[src/rtl/fp_addsub_seq.sv]
// fp_addsub_seq: multi-cycle floating-point adder/subtractor with valid/ready handshakes
// Ports:
//   clk, rst             clock, asynchronous active-high reset
//   in_valid, in_ready   operand handshake; op (0 add, 1 subtract), a, b = {sign, exp, man}
//   out_valid, out_ready result handshake; result, overflow, underflow, invalid held until taken
module fp_addsub_seq #(
    parameter int EXP_W = 8,
    parameter int MAN_W = 23
) (
    input  logic                 clk,
    input  logic                 rst,
    input  logic                 in_valid,
    output logic                 in_ready,
    input  logic                 op,
    input  logic [EXP_W+MAN_W:0] a,
    input  logic [EXP_W+MAN_W:0] b,
    output logic                 out_valid,
    input  logic                 out_ready,
    output logic [EXP_W+MAN_W:0] result,
    output logic                 overflow,
    output logic                 underflow,
    output logic                 invalid
);
    localparam int XLEN = 1 + EXP_W + MAN_W;
    // significand: hidden bit, stored mantissa, one guard bit
    localparam int SW = MAN_W + 2;
    localparam logic [EXP_W-1:0] EMAX = '1;
    localparam logic [XLEN-1:0] QNAN = {1'b0, EMAX, 1'b1, {(MAN_W-1){1'b0}}};

    typedef enum logic [2:0] {IDLE, ALIGN, ADD, NORM, DONE} state_t;

    state_t           state_q;
    logic [XLEN-1:0]  a_q, b_q;
    logic             sign_q, sub_q;
    logic [EXP_W-1:0] exp_q;
    logic [SW-1:0]    sig_l_q, sig_s_q;
    logic [SW:0]      sum_q;

    logic [EXP_W-1:0] ea, eb, l_exp, s_exp, diff;
    logic [MAN_W-1:0] ma, mb;
    logic [SW-1:0]    sig_a, sig_b, l_sig, s_sig, al_sig;
    logic             a_ge, l_sign, a_inf, b_inf, special, nan_out, inf_sign;

    assign in_ready  = state_q == IDLE;
    assign out_valid = state_q == DONE;

    always_comb begin
        ea       = a_q[XLEN-2:MAN_W];
        eb       = b_q[XLEN-2:MAN_W];
        // a zero exponent flushes the operand to zero, mantissa included
        ma       = ea == '0 ? '0 : a_q[MAN_W-1:0];
        mb       = eb == '0 ? '0 : b_q[MAN_W-1:0];
        sig_a    = ea == '0 ? '0 : {1'b1, ma, 1'b0};
        sig_b    = eb == '0 ? '0 : {1'b1, mb, 1'b0};
        a_ge     = {ea, ma} >= {eb, mb};
        l_sign   = a_ge ? a_q[XLEN-1] : b_q[XLEN-1];
        l_exp    = a_ge ? ea : eb;
        s_exp    = a_ge ? eb : ea;
        l_sig    = a_ge ? sig_a : sig_b;
        s_sig    = a_ge ? sig_b : sig_a;
        diff     = l_exp - s_exp;
        al_sig   = 32'(diff) > MAN_W + 1 ? '0 : s_sig >> diff;
        a_inf    = ea == EMAX;
        b_inf    = eb == EMAX;
        special  = a_inf | b_inf;
        nan_out  = (a_inf & |a_q[MAN_W-1:0]) | (b_inf & |b_q[MAN_W-1:0]) |
                   (a_inf & b_inf & (a_q[XLEN-1] ^ b_q[XLEN-1]));
        inf_sign = a_inf ? a_q[XLEN-1] : b_q[XLEN-1];
    end

    always_ff @(posedge clk or posedge rst) begin
        if (rst) begin
            state_q   <= IDLE;
            a_q       <= '0;
            b_q       <= '0;
            sign_q    <= 1'b0;
            sub_q     <= 1'b0;
            exp_q     <= '0;
            sig_l_q   <= '0;
            sig_s_q   <= '0;
            sum_q     <= '0;
            result    <= '0;
            overflow  <= 1'b0;
            underflow <= 1'b0;
            invalid   <= 1'b0;
        end else begin
            case (state_q)
                IDLE: if (in_valid) begin
                    a_q     <= a;
                    b_q     <= {b[XLEN-1] ^ op, b[XLEN-2:0]};
                    state_q <= ALIGN;
                end
                ALIGN: begin
                    overflow  <= 1'b0;
                    underflow <= 1'b0;
                    invalid   <= 1'b0;
                    if (special) begin
                        result  <= nan_out ? QNAN : {inf_sign, EMAX, {MAN_W{1'b0}}};
                        invalid <= nan_out;
                        state_q <= DONE;
                    end else begin
                        sign_q  <= l_sign;
                        exp_q   <= l_exp;
                        sig_l_q <= l_sig;
                        sig_s_q <= al_sig;
                        sub_q   <= a_q[XLEN-1] ^ b_q[XLEN-1];
                        state_q <= ADD;
                    end
                end
                ADD: begin
                    sum_q   <= sub_q ? {1'b0, sig_l_q} - {1'b0, sig_s_q} : {1'b0, sig_l_q} + {1'b0, sig_s_q};
                    state_q <= NORM;
                end
                NORM: begin
                    if (sum_q == '0) begin
                        result  <= '0;
                        state_q <= DONE;
                    end else if (sum_q[SW]) begin
                        if (exp_q == EMAX - EXP_W'(1)) begin
                            result   <= {sign_q, EMAX, {MAN_W{1'b0}}};
                            overflow <= 1'b1;
                        end else begin
                            result <= {sign_q, exp_q + EXP_W'(1), sum_q[SW-1:2]};
                        end
                        state_q <= DONE;
                    end else if (sum_q[SW-1]) begin
                        result  <= {sign_q, exp_q, sum_q[MAN_W:1]};
                        state_q <= DONE;
                    end else if (exp_q == EXP_W'(1)) begin
                        result    <= {sign_q, {(XLEN-1){1'b0}}};
                        underflow <= 1'b1;
                        state_q   <= DONE;
                    end else begin
                        // finish in the same cycle the shift brings the hidden bit up
                        sum_q <= {sum_q[SW-1:0], 1'b0};
                        exp_q <= exp_q - EXP_W'(1);
                        if (sum_q[SW-2]) begin
                            result  <= {sign_q, exp_q - EXP_W'(1), sum_q[MAN_W-1:0]};
                            state_q <= DONE;
                        end
                    end
                end
                DONE: if (out_ready) state_q <= IDLE;
                default: state_q <= IDLE;
            endcase
        end
    end
endmodule

[config.mk]
export PLATFORM = sky130hd
export DESIGN_NAME = fp_addsub_seq
export DESIGN_NICKNAME = d
export VERILOG_FILES = /design/src/rtl/fp_addsub_seq.sv
export SDC_FILE = /design/constraint.sdc
export NUM_CORES = 1
export LEC_CHECK = 0
export ABC_AREA = 1
export ABC_CLOCK_PERIOD_IN_PS = 9800
export CAP_MARGIN = 20
export CELL_PAD_IN_SITES_DETAIL_PLACEMENT = 0
export CELL_PAD_IN_SITES_GLOBAL_PLACEMENT = 1
export CORE_ASPECT_RATIO = 0.8
export CORE_UTILIZATION = 30
export CTS_BUF_LIST = sky130_fd_sc_hd__clkbuf_4
export CTS_CLUSTER_SIZE = 40
export DETAILED_ROUTE_END_ITERATION = 16
export PLACE_DENSITY_LB_ADDON = 0.2
export SLEW_MARGIN = 20
export SYNTH_ARGS = -nofsm -noshare
export SYNTH_HDL_FRONTEND = slang
export SYNTH_SLANG_ARGS = --single-unit
[constraint.sdc]
create_clock -name clk -period 9.8 [get_ports clk]
set_input_delay 0.98 -clock clk [delete_from_list [all_inputs] [get_ports clk]]
set_output_delay 0.98 -clock clk [all_outputs]
set_load 0.05 [all_outputs]
==> summary.md, run 1 <==
| Metric | Value |
|---|---|
| Final wirelength | 46.1 mm |
| Max frequency | 0.155 GHz |
| Worst hold stages | 2 |
| Footprint of the multi-input gates | 0.00753 mm^2 |
| Final Hold Vio Count | 0 |
| FF+latch area | 0.00468 mm^2 |
| Actual slew at the worst max-slew pin | 1.07 ns |
| Finished Layout Cells | 2,593 |
| First-pass GRT wire length | 72.4 mm |
| Final Hold Slack | 0.501 ns |
| Post-Route Setup TNS | 0 ns |
| Via density | 5.08 |
| CP max stage delay | 0.75 ns |
| Antenna-violating nets left | 0 |
| Clk buf depth | 2 |
| Detailed-route via count | 13,169 |
| Slew margin rel. | 28.6% |
| Slew Viols, Final | 0 |
| RSZ-0062 raised after global routing | false |
| Resized cells post-CTS | 0 |
| Worst skew pair latency | 0.69 ns |
| Placed instance count | 2,558 |
| Crit-path max FO | 68 |
| Filler instances | 4,814 |
| Initial Util | 30.4% |
| Initial antenna violation count | 2 |
| Post-Place Worst Slack | 3.58 ns |
| CP Class | register to register |
| Status | finished, final reports clean |
| Final net count | 2,105 |
| Reg2reg start | b_q[26] |
| CTS tree | built |
| CP Launch Type | register |
| Area delta synth->final | 14.1% |
| Die ar. | 0.0458 mm^2 |
| Critical path data required time | 10.39 ns |
| Wire length per cell | 17.8 um |
| Largest net degree at the start of global routing | 111 |
| Vias in the first global route | 12,423 |
| DPL Wire Length | 35.5 mm |
| # H-tree levels | 4 |
| Most used cell, CP | nand2_1 |
| HP Class | register to register |
| Count of final setup violators | 0 |
| Max-cap violation count | 0 |
| Buffers on Ports | 105 |
| Cell Rows | 69 |
| Die Ht | 192 um |
| PnR worst setup slack | 3.36 ns |
| Hold wc startpoint | result[21] |
| Area of the core | 0.0444 mm^2 |
| CTS sink count | 187 |
| First-pass DRT Iterations | 6 |
| Critical path launch point | b_q[26] |
| Post-synth EDFFs | 0 |
| Register area share after synthesis | 34.7% |
| # IOs | 106 |
| WP data arrival | 7.03 ns |
| DRC violations left | 0 |
| Period minus WS final | 6.44 ns |
| FF-to-FF path depth | 28 |
| Reg clk slew, reported paths | 0.18 ns |
| Final Skew | 0.0298 ns |
| Flops & latches, synth | 187 |
| Layout cells sized above 1 | 4.83% |
| Most used DFF post-synth | dfrtp_1 |
| Mapped cell area | 0.0135 mm^2 |
| Root buf cell | clkbuf_4 |
| Synth async-reset ratio | 100% |
| Die width | 239 um |
| Placer Congestion | 0.885 |
| Drt initial violations | 1,146 |
| Syn_area_per_cell | 6.98 um^2 |
| CP max-delay cell | inv_2 |
| CTS Buf Count | 17 |
| Hold buffers post-CTS | 0 |
| Overall fraction of global-route tracks in use | 20.6% |
| Syn Inst Count | 1,930 |
| YS warnings | 0 |
| Synth unique cells | 55 |
| Setup crit end kind | register |
| Setup Buffers After CTS | 0 |
| Final Cycle Share | 65.7% |
| Syn Nets | 2,061 |
| Grt ovf | 0 |
## final timing paths
check	slack [ns]	endpoint
min in group asynchronous	0.71	exp_q[2]
worst max-delay path	3.36	sig_s_q[14]
max in group asynchronous	7.77	b_q[13]
worst max register to register	3.36	sig_s_q[14]
worst min register to register	0.50	result[21]
worst min-delay path	0.50	result[21]
## registers in the layout, summed over array words and instances (netlist names)
name	count
overflow	1
a_q	32
exp_q	8
result	32
state_q	3
sum_q	26
sign_q	1
sig_l_q	24
underflow	1
invalid	1
sig_s_q	25
sub_q	1
b_q	32
## cell families (layout without fill, tap and decap cells)
family / after synthesis / in the layout / share of synthesized area [%]
and+or+nand+nor: 846 / 846 / 27.8
AOI/OAI and AO/OA: 457 / 457 / 19.3
buffers and inverters: 333 / 390 / 9.51
DFF: 187 / 187 / 34.7
adders and majority gates: 62 / 62 / 5.81
xor gates and xnor gates: 45 / 45 / 2.92
other: 0 / 3 / 0
## cell usage in the layout, fill, tap and decap left out, types with 3 or more instances in the layout
master | synthesis | final
nand2_1 | 436 | 436
inv_1 | 226 | 224
o21ai_0 | 225 | 224
dfrtp_1 | 187 | 187
nand3_1 | 180 | 180
a21oi_1 | 119 | 119
clkdlybuf4s50_1 | 0 | 105
nor2_1 | 100 | 99
nand4_1 | 67 | 67
ha_1 | 61 | 61
xor2_1 | 36 | 36
a31oi_1 | 22 | 22
buf_4 | 1 | 21
nor3_1 | 20 | 20
o221ai_1 | 19 | 19
clkbuf_4 | 0 | 18
a22oi_1 | 16 | 16
o211ai_1 | 12 | 12
nor4_1 | 11 | 11
o22ai_1 | 11 | 11
or2_2 | 11 | 11
xnor2_1 | 9 | 9
nand2_2 | 8 | 8
o22ai_2 | 7 | 7
clkinvlp_4 | 0 | 5
o21ai_1 | 4 | 4
a221oi_1 | 4 | 4
diode_2 | 0 | 3
inv_2 | 2 | 3
clkinv_1 | 3 | 3
o21a_1 | 3 | 3
bufinv_16 | 0 | 3
## critical path, delay by kind of cell (launching register included)
family	cells	cell delay (ns)
adder cells (fa/ha/maj)	1	0.34
AND/OR/NAND/NOR	20	3.63
flip-flops	1	0.39
buffers and inverters	4	1.50
AO/OA/AOI/OAI	3	0.41
## through the flow
stage / cell area [um^2] / utilization (%)
2_1_floorplan: 13500 / -
3_3_place_gp: 15000 / 33.9
3_5_place_dp: 15000 / 33.9
4_1_cts: 15400 / 34.6
5_1_grt: 15400 / 34.7
6_report: 15400 / 34.7
## area by class of cell
class	instances	area share [%]
clock inverters	14	1.23
multi-input cells	1410	49.0
diodes	3	0.0488
clock buffers	18	0.878
repair buffers	126	7.86
flip-flops and latches	187	30.4
inverters	232	5.71
well taps	603	4.90
## metal layers
layer	vias up	global-route usage (%)	wire length, um
li1	6640	-	-
met1	6163	30.0	23600
met2	320	31.3	19700
met3	46	3.48	1930
met4	0	5.47	908
met5	-	0	0
## cell usage after synthesis, types with 2 or more instances
master     number  share of area (%)
o22ai_2         7               0.65
inv_1         226                6.3
a21oi_1       119                4.4
buf_1          10               0.28
o21ai_1         4               0.15
or2_2          11               0.51
xor2_1         36                2.3
a221oi_1        4               0.26
inv_2           2              0.056
nand2_1       436                 12
ha_1           61                5.7
and2_1          2              0.093
nor4_1         11               0.51
buf_6           2               0.17
nor2_4          2               0.17
xnor2_1         9               0.58
nand3_1       180                6.7
nand2_2         8               0.37
clkinv_1        3              0.084
nand4_1        67                3.1
dfrtp_1       187                 35
nor2_1        100                2.8
o221ai_1       19                1.2
nand2_4         2               0.17
nor3_1         20               0.74
o211ai_1       12               0.67
o21ai_0       225                8.4
o21a_1          3               0.17
a21o_1          2               0.11
clkbuf_1       79                2.2
o2111ai_1       2               0.13
a22o_1          2               0.13
a22oi_1        16               0.89
buf_2           9               0.33
a31oi_1        22                1.0
o22ai_1        11               0.51
Power of run 1 is left out: the tool's default activity adds up to more than one toggle a clock period on the data nets, which glitch-free logic cannot reach.
==> inputs of run 2 (changes only) <==
Settings changed: ABC_CLOCK_PERIOD_IN_PS 9800 to 6600.
Clock period 9.8 ns to 6.6 ns, I/O delays scaled along.
==> summary.md, run 2 (synthesized netlist as in run 1, its figures left out) <==
| Metric | Value |
|---|---|
| Status | finished, final reports clean |
| DRC violations left | 0 |
| Drt initial violations | 1,094 |
| Post-Route Setup TNS | 0 ns |
| Hold buffers post-CTS | 0 |
| Detailed-route via count | 13,083 |
| Vias in the first global route | 12,539 |
| Wire length per cell | 17.7 um |
| Period minus WS final | 5.86 ns |
| Via density | 5.04 |
| Final Skew | 0.0401 ns |
| Biggest regs | a_q x32, b_q x32, result x32 |
| First-pass DRT Iterations | 5 |
| Reg clk slew, reported paths | 0.18 ns |
| Most used cell, CP | nand2_1 |
| Count of final setup violators | 0 |
| Commonest non-fill, non-tap cell in the layout | nand2_1 |
| Final Cycle Share | 88.9% |
| Cell Rows | 69 |
| CP Class | register to register |
| Setup Buffers After CTS | 0 |
| Root buf cell | clkbuf_4 |
| Area of the core | 0.0444 mm^2 |
| Max-cap violation count | 0 |
| Critical path data required time | 7.24 ns |
| Buffers on Ports | 105 |
| RSZ-0062 raised after global routing | false |
| # H-tree levels | 4 |
| Antenna-violating nets left | 0 |
| CTS sink count | 187 |
| Final Hold Vio Count | 0 |
| WP data arrival | 6.51 ns |
| Die width | 239 um |
| Final net count | 2,108 |
| CP max-delay cell | inv_1 |
| Grt ovf | 0 |
| CTS Buf Count | 17 |
| Layout cells sized above 1 | 4.87% |
| Largest net degree at the start of global routing | 93 |
| Initial Util | 30.4% |
| First-pass GRT wire length | 72.8 mm |
| Clk buf depth | 2 |
| # IOs | 106 |
| Finished Core Util | 34.7% |
| Commonest cells after routing, fill and taps aside | nand2_1 (435), o21ai_0 (224), inv_1 (223) |
| HP Class | input port to asynchronous set/reset pin |
| CTS tree | built |
| CP Launch Type | register |
| Overall fraction of global-route tracks in use | 20.6% |
| Resized cells post-CTS | 0 |
| Actual slew at the worst max-slew pin | 0.879 ns |
| Slew Viols, Final | 0 |
| Die Ht | 192 um |
| Crit-path max FO | 47 |
| Final wirelength | 45.9 mm |
| CP max stage delay | 0.56 ns |
| Placer Congestion | 0.892 |
| Area delta synth->final | 14.1% |
| Die ar. | 0.0458 mm^2 |
| Max frequency | 0.171 GHz |
| Slew margin rel. | 41.3% |
| Setup crit end kind | register |
| Initial antenna violation count | 1 |
| Worst skew pair latency | 0.69 ns |
| DPL Wire Length | 35.4 mm |
[run 2: changes by cell type in the layout (fill, tap and decap cells not counted), sizes merged]
cell / before / now
diode: 3 / 1
inv: 232 / 230
buf: 21 / 24
clkinvlp: 5 / 1
clkinv: 6 / 12
[run 2: final cells by class]
cell class / count / area, um^2
inverter: 232 / 878
clock inverter: 14 / 169
fill: 4907 / 29000
antenna: 1 / 2.50
multi-input combinational: 1410 / 7530
sequential: 187 / 4680
tap: 603 / 754
clock buffer: 18 / 135
timing repair buffer: 129 / 1230
[run 2: worst paths after layout]
path / cells after the start / to / startpoint / slack (ns)
max in group asynchronous: 3 / sig_s_q[14] / rst / 4.94
worst max-delay path: 33 / sig_s_q[2] / b_q[25] / 0.74
min in group clk: 3 / b_q[22] / b[22] / 0.48
worst min register to register: 2 / result[20] / result[20] / 0.50
worst min-delay path: 2 / exp_q[3] / rst / 0.41
worst max register to register: 33 / sig_s_q[2] / b_q[25] / 0.74
[run 2: per-layer routing]
metal	wire length [um]	GRT usage, %	vias to the layer above
met4	875	5.37	0
li1	-	-	6629
met2	19400	31.0	298
met5	0	0	-
met3	1890	3.54	40
met1	23800	30.2	6116
[run 2: worst max-delay path: cells and delay by family, from the launching register on]
kind,cells,cell delay [ns]
simple gates,24,3.54
flops,1,0.39
buf+inv,6,1.29
compound gates,2,0.22
fa+ha+maj,1,0.36
[run 2: stage by stage]
stage	setup slack, ns	instance area (um^2)	std cells	hold WS [ns]
2_1_floorplan	0.855	13500	1930	0.453
6_report	0.735	15400	2594	0.414
3_3_place_gp	0.907	15100	2561	0.465
5_1_grt	0.200	15400	2594	0.422
4_1_cts	0.874	15400	2593	0.391
3_5_place_dp	0.913	15100	2561	0.474
Power of run 2 is left out for the same reason.
